==> src/rtl/shift_left_pipe.sv <==
// -----------------------------------------------------------------------------
// shift_left_pipe
//
// Pipelined, elastic left shifter / rotator for the multi-cycle shift path of
// the execute stage. It is the left-direction counterpart of the ALU's
// combinational right-logical shifter.
//
// Stage k (k = 0..CNT_W-1) shifts its operand left by 2^k when count bit k is
// set. It fills with zeros when Rot=0, or wraps the upper bits around when
// Rot=1. Each stage is a register slice with a valid bit. The count and the
// Rot flag travel with the data, so every stage sees the controls of its own
// operand.
//
// Ports:
//   clk        rising-edge clock
//   rst_n      asynchronous active-low reset; clears all stage state
//   in_valid   In/Cnt/Rot carry an operand this cycle
//   in_ready   pipeline accepts an operand this cycle
//   In         operand, WIDTH bits
//   Cnt        shift amount, 0..WIDTH-1
//   Rot        0 = shift left logical, 1 = rotate left
//   out_valid  Out holds a valid result
//   out_ready  downstream consumes Out this cycle
//   Out        result, WIDTH bits, driven straight from the last stage register
//
// CNT_W must equal log2(WIDTH). It sets the number of stages and therefore the
// number of operations that can be in flight.
// -----------------------------------------------------------------------------
module shift_left_pipe #(
    parameter int WIDTH = 16,
    parameter int CNT_W = 4
) (
    input  logic             clk,
    input  logic             rst_n,
    input  logic             in_valid,
    output logic             in_ready,
    input  logic [WIDTH-1:0] In,
    input  logic [CNT_W-1:0] Cnt,
    input  logic             Rot,
    output logic             out_valid,
    input  logic             out_ready,
    output logic [WIDTH-1:0] Out
);

    // Per-stage state. Index k holds the operand after shift step k.
    logic [CNT_W-1:0] vReg;
    logic [WIDTH-1:0] dReg   [CNT_W];
    logic [CNT_W-1:0] cntReg [CNT_W];
    logic             rotReg [CNT_W];

    // rdy[k] means stage k may load this cycle. rdy[CNT_W] is the downstream
    // consumer. The chain is evaluated from the output end backwards, so a
    // full pipeline can still accept a new operand in the same cycle that
    // the head result leaves. A single process keeps the chain free of
    // combinational feedback between separate nets.
    logic [CNT_W:0] rdy;

    always_comb begin
        rdy        = '0;
        rdy[CNT_W] = out_ready;
        for (int k = CNT_W - 1; k >= 0; k--) begin
            rdy[k] = ~vReg[k] | rdy[k+1];
        end
    end

    genvar gi;
    generate
        for (gi = 0; gi < CNT_W; gi++) begin : g_stage
            localparam int SH = 1 << gi;

            logic             sValid;
            logic [WIDTH-1:0] sData;
            logic [CNT_W-1:0] sCnt;
            logic             sRot;
            logic [WIDTH-1:0] sShift;

            // Stage 0 is fed from the ports. Later stages are fed from the
            // previous stage's registers.
            if (gi == 0) begin : g_head
                assign sValid = in_valid;
                assign sData  = In;
                assign sCnt   = Cnt;
                assign sRot   = Rot;
            end else begin : g_body
                assign sValid = vReg[gi-1];
                assign sData  = dReg[gi-1];
                assign sCnt   = cntReg[gi-1];
                assign sRot   = rotReg[gi-1];
            end

            // Shift by the fixed amount 2^gi. For a rotate, the bits shifted
            // out at the top are ORed back in at the bottom.
            always_comb begin
                sShift = sData;
                if (sCnt[gi]) begin
                    if (sRot) begin
                        sShift = (sData << SH) | (sData >> (WIDTH - SH));
                    end else begin
                        sShift = sData << SH;
                    end
                end
            end

            // A stage loads whenever it is allowed to. If the upstream stage
            // is empty, the stage loads a bubble (valid = 0). If the stage
            // cannot load, it holds its contents unchanged.
            always_ff @(posedge clk or negedge rst_n) begin
                if (!rst_n) begin
                    vReg[gi]   <= 1'b0;
                    dReg[gi]   <= '0;
                    cntReg[gi] <= '0;
                    rotReg[gi] <= 1'b0;
                end else if (rdy[gi]) begin
                    vReg[gi]   <= sValid;
                    dReg[gi]   <= sShift;
                    cntReg[gi] <= sCnt;
                    rotReg[gi] <= sRot;
                end
            end
        end
    endgenerate

    assign in_ready  = rdy[0];
    assign out_valid = vReg[CNT_W-1];
    assign Out       = dReg[CNT_W-1];

endmodule
==> config.mk <==
export PLATFORM = sky130hd
export DESIGN_NAME = shift_left_pipe
export DESIGN_NICKNAME = d
export VERILOG_FILES = /design/src/rtl/shift_left_pipe.sv
export SDC_FILE = /design/constraint.sdc
export NUM_CORES = 1
export LEC_CHECK = 0
export ABC_AREA = 1
export CAP_MARGIN = 20
export CORE_ASPECT_RATIO = 0.8
export CORE_MARGIN = 2
export CORE_UTILIZATION = 35
export DETAILED_ROUTE_END_ITERATION = 10
export PLACE_DENSITY = 0.52
export SLEW_MARGIN = 20
export SYNTH_ARGS = -nofsm -noshare
export SYNTH_HDL_FRONTEND = slang
export SYNTH_SLANG_ARGS = --single-unit
==> constraint.sdc <==
create_clock -name clk -period 2.1 [get_ports clk]
set_clock_uncertainty 0.05 [all_clocks]
set_input_delay 0.315 -clock clk [delete_from_list [all_inputs] [get_ports clk]]
set_output_delay 0.315 -clock clk [all_outputs]
set_load 0.02 [all_outputs]
==> run summary <==
Util after Layout: 44.6%
Gr ovfl total: 0
Clk pwr share: 30.7%
CP Launch Type: primary input
Post-synth cell types: 17
Reg2reg setup slack: 0.53 ns
Worst Setup SP: out_ready
Yosys top cell area share: 53.1%
Postcts setup bufs: 0
Share of layout cells above drive strength 1: 9.86%
Area grow syn2layout: 24.8%
Std-Cell Rows: 33
Gp weighted congestion: 0.773
Worst-path clk slew: 0.05 ns
Slew @ Worst Pin: 0.553 ns
Power Internal: 3.29 mW
DRC viols: 0
Filler instances: 1068
Die H: 95.1 microns
Commonest cells after routing, fill and taps aside: nand2_1, o21ai_0, dfrtp_1
Core area: 10200 sq um
Initial antenna violation count: 0
Vias per cell: 4.66
Root Driver: clkbuf_16
Sequential share of power: 43.2%
Worst Hold Class: in -> async
Die footprint: 11200 sq um
Final wirelength: 7820 microns
Nets@finish: 528
Initial core utilization: 35.7%
Register Area: 1930 sq um
Critical setup path kind: in -> out
Outcome: complete, no violations
Post-synthesis instance total: 460
Final Max Tran Viols: 0
Largest net degree at the start of global routing: 37
Psw: 1.53 mW
Lkg Pwr: 2.16 nW
Levels on crit path: 4
Antenna Nets Post-Route: 0
Mapped cell area: 3630 sq um
Worst skew pair latency: 0.34 ns
Setup_tns: 0 ns
Worst-case clock buffer depth: 2
CTS buffer count: 9
CP bufs+invs: 2
Worst path max stage delay: 0.61 ns
Clk sink count: 77
Synthesized Nets: 485
Avg Inst Size Synth: 7.89 sq um
Global-route wire length before repair: 13100 microns
Most common cell on crit path: clkdlybuf4s50_1
RR Endpoint: g_stage[2].sData[6]
CP required: 1.74 ns
Worst Reg-to-Reg Cells: 3
Final Hold Fails: 0
Arrival time worst endpoint: 1.62 ns
GRT Util Overall: 14.8%
Net switching share of the total power: 31.7%
Slew headroom: 63.1%
Power share of the combinational group: 26.0%
Synth Warn #: 0
Input/output buffers: 42
DR iter-0 viols: 177
Area occupied by multi-input gates: 1430 sq um
Via count: 3018
Number of global-route vias before repair: 2727
Critical path's slowest cell: clkdlybuf4s50_1
Synth area leader: dfrtp_1
Boundary Pins: 43
Post-CTS Resized: 0
H-Tree Depth: 3
Synth area leaders: dfrtp_1, nand2_1, o21ai_0, inv_1, nand3_1
WL/cell: 12.1 microns
Die width: 118 microns
Register area share after synthesis: 53.1%
Max Cap Viol: 0
VDD IR-drop max: 0.412 mV
Critical path's top delay family: buffers and inverters
CTS tree: done
Pwr Density: 1060 nW/um^2
Part of the cycle the worst path needs: 94.5%
RSZ-0062 raised after global routing: false
Ant. Diodes: 0
HPWL after DPL: 5850 microns
Most common cell after layout, fill and taps aside: nand2_1
Min Tclk post-route: 1.98 ns
CP max FO: 2
Worst R2R Start: g_stage[1].sCnt[1]
CP endpoint kind: primary output
First-pass DRT Iterations: 4
Yosys reg bits: 77
# hold bufs at CTS: 1
Max Fclk: 504 MHz
Min Hold Slack: 0.421 ns
Final setup viols: 0
CP endpoint: in_ready
Crit path cell chain: clkdlybuf4s50_1, nor2_4, nand4_2, clkdlybuf4s50_1
==> sequential cells by signal, summed over array words and instances (netlist names) <==
register        count
g_stage.sValid      3
g_stage.sRot        3
out_valid           1
g_stage.sCnt        6
Out                16
g_stage.sData      48
==> how the worst min path moves through the flow <==
stage	start	endpoint	slack, ns
detailed placement	rst_n	Out[7]	0.25
floorplan	rst_n	Out[0]	-0.03
CTS	rst_n	g_stage[3].sData[7]	0.43
global placement	rst_n	Out[4]	0.25
finish	rst_n	Out[4]	0.42
global route	Out[4]	Out[4]	0.45
==> power groups by stage <==
stage	registers (mW)	logic, mW	clock network (mW)
after floorplan	2.17	0.657	0
after global placement	2.10	1.26	0
after detailed placement	2.11	1.27	0
after CTS	2.09	1.28	1.53
after global routing	2.14	1.42	1.59
final	2.08	1.25	1.48
==> final cells by class <==
cell class	instances	area share, %
timing repair buffer	58	12.5
clock buffer	10	5.06
clock inverter	5	1.16
tap	140	3.87
sequential	77	42.6
multi-input combinational	316	31.5
inverter	41	3.40
==> metal layers <==
layer	track usage [%]	up-vias	wire [microns]
met5	0	-	0
met4	6.33	0	100
met3	3.83	7	201
met2	22.5	29	3560
met1	20.4	1431	3960
li1	-	1551	-
==> metrics by stage <==
stage	cells	setup slack (ns)	cell area, sq um	power [mW]
2_1_floorplan	460	0.698	3630	2.83
3_3_place_gp	631	0.0909	4240	3.36
3_5_place_dp	631	0.0930	4240	3.38
4_1_cts	647	0.0861	4530	4.89
5_1_grt	647	0.0357	4530	5.14
6_report	647	0.116	4530	4.82
==> logic make-up after synthesis <==
family | count (synthesis) | synth area share (%)
flip-flops | 77 | 53.1
buffers and inverters | 67 | 7.62
AND/OR/NAND/NOR | 218 | 25.5
AO/OA/AOI/OAI | 98 | 13.8
==> synthesized netlist by cell type <==
| cell | count |
|---|---|
| nand3_4 | 1 |
| nand3_1 | 27 |
| inv_1 | 39 |
| clkbuf_1 | 12 |
| inv_2 | 2 |
| o22ai_1 | 8 |
| nand4_2 | 1 |
| buf_4 | 3 |
| o21ai_1 | 2 |
| dfrtp_1 | 77 |
| nor2_4 | 2 |
| a21oi_1 | 8 |
| o21ai_0 | 80 |
| buf_2 | 11 |
| nand2_1 | 165 |
| or2_2 | 14 |
| nor2_1 | 8 |
No activity file was read; power rests on OpenSTA's default activity.
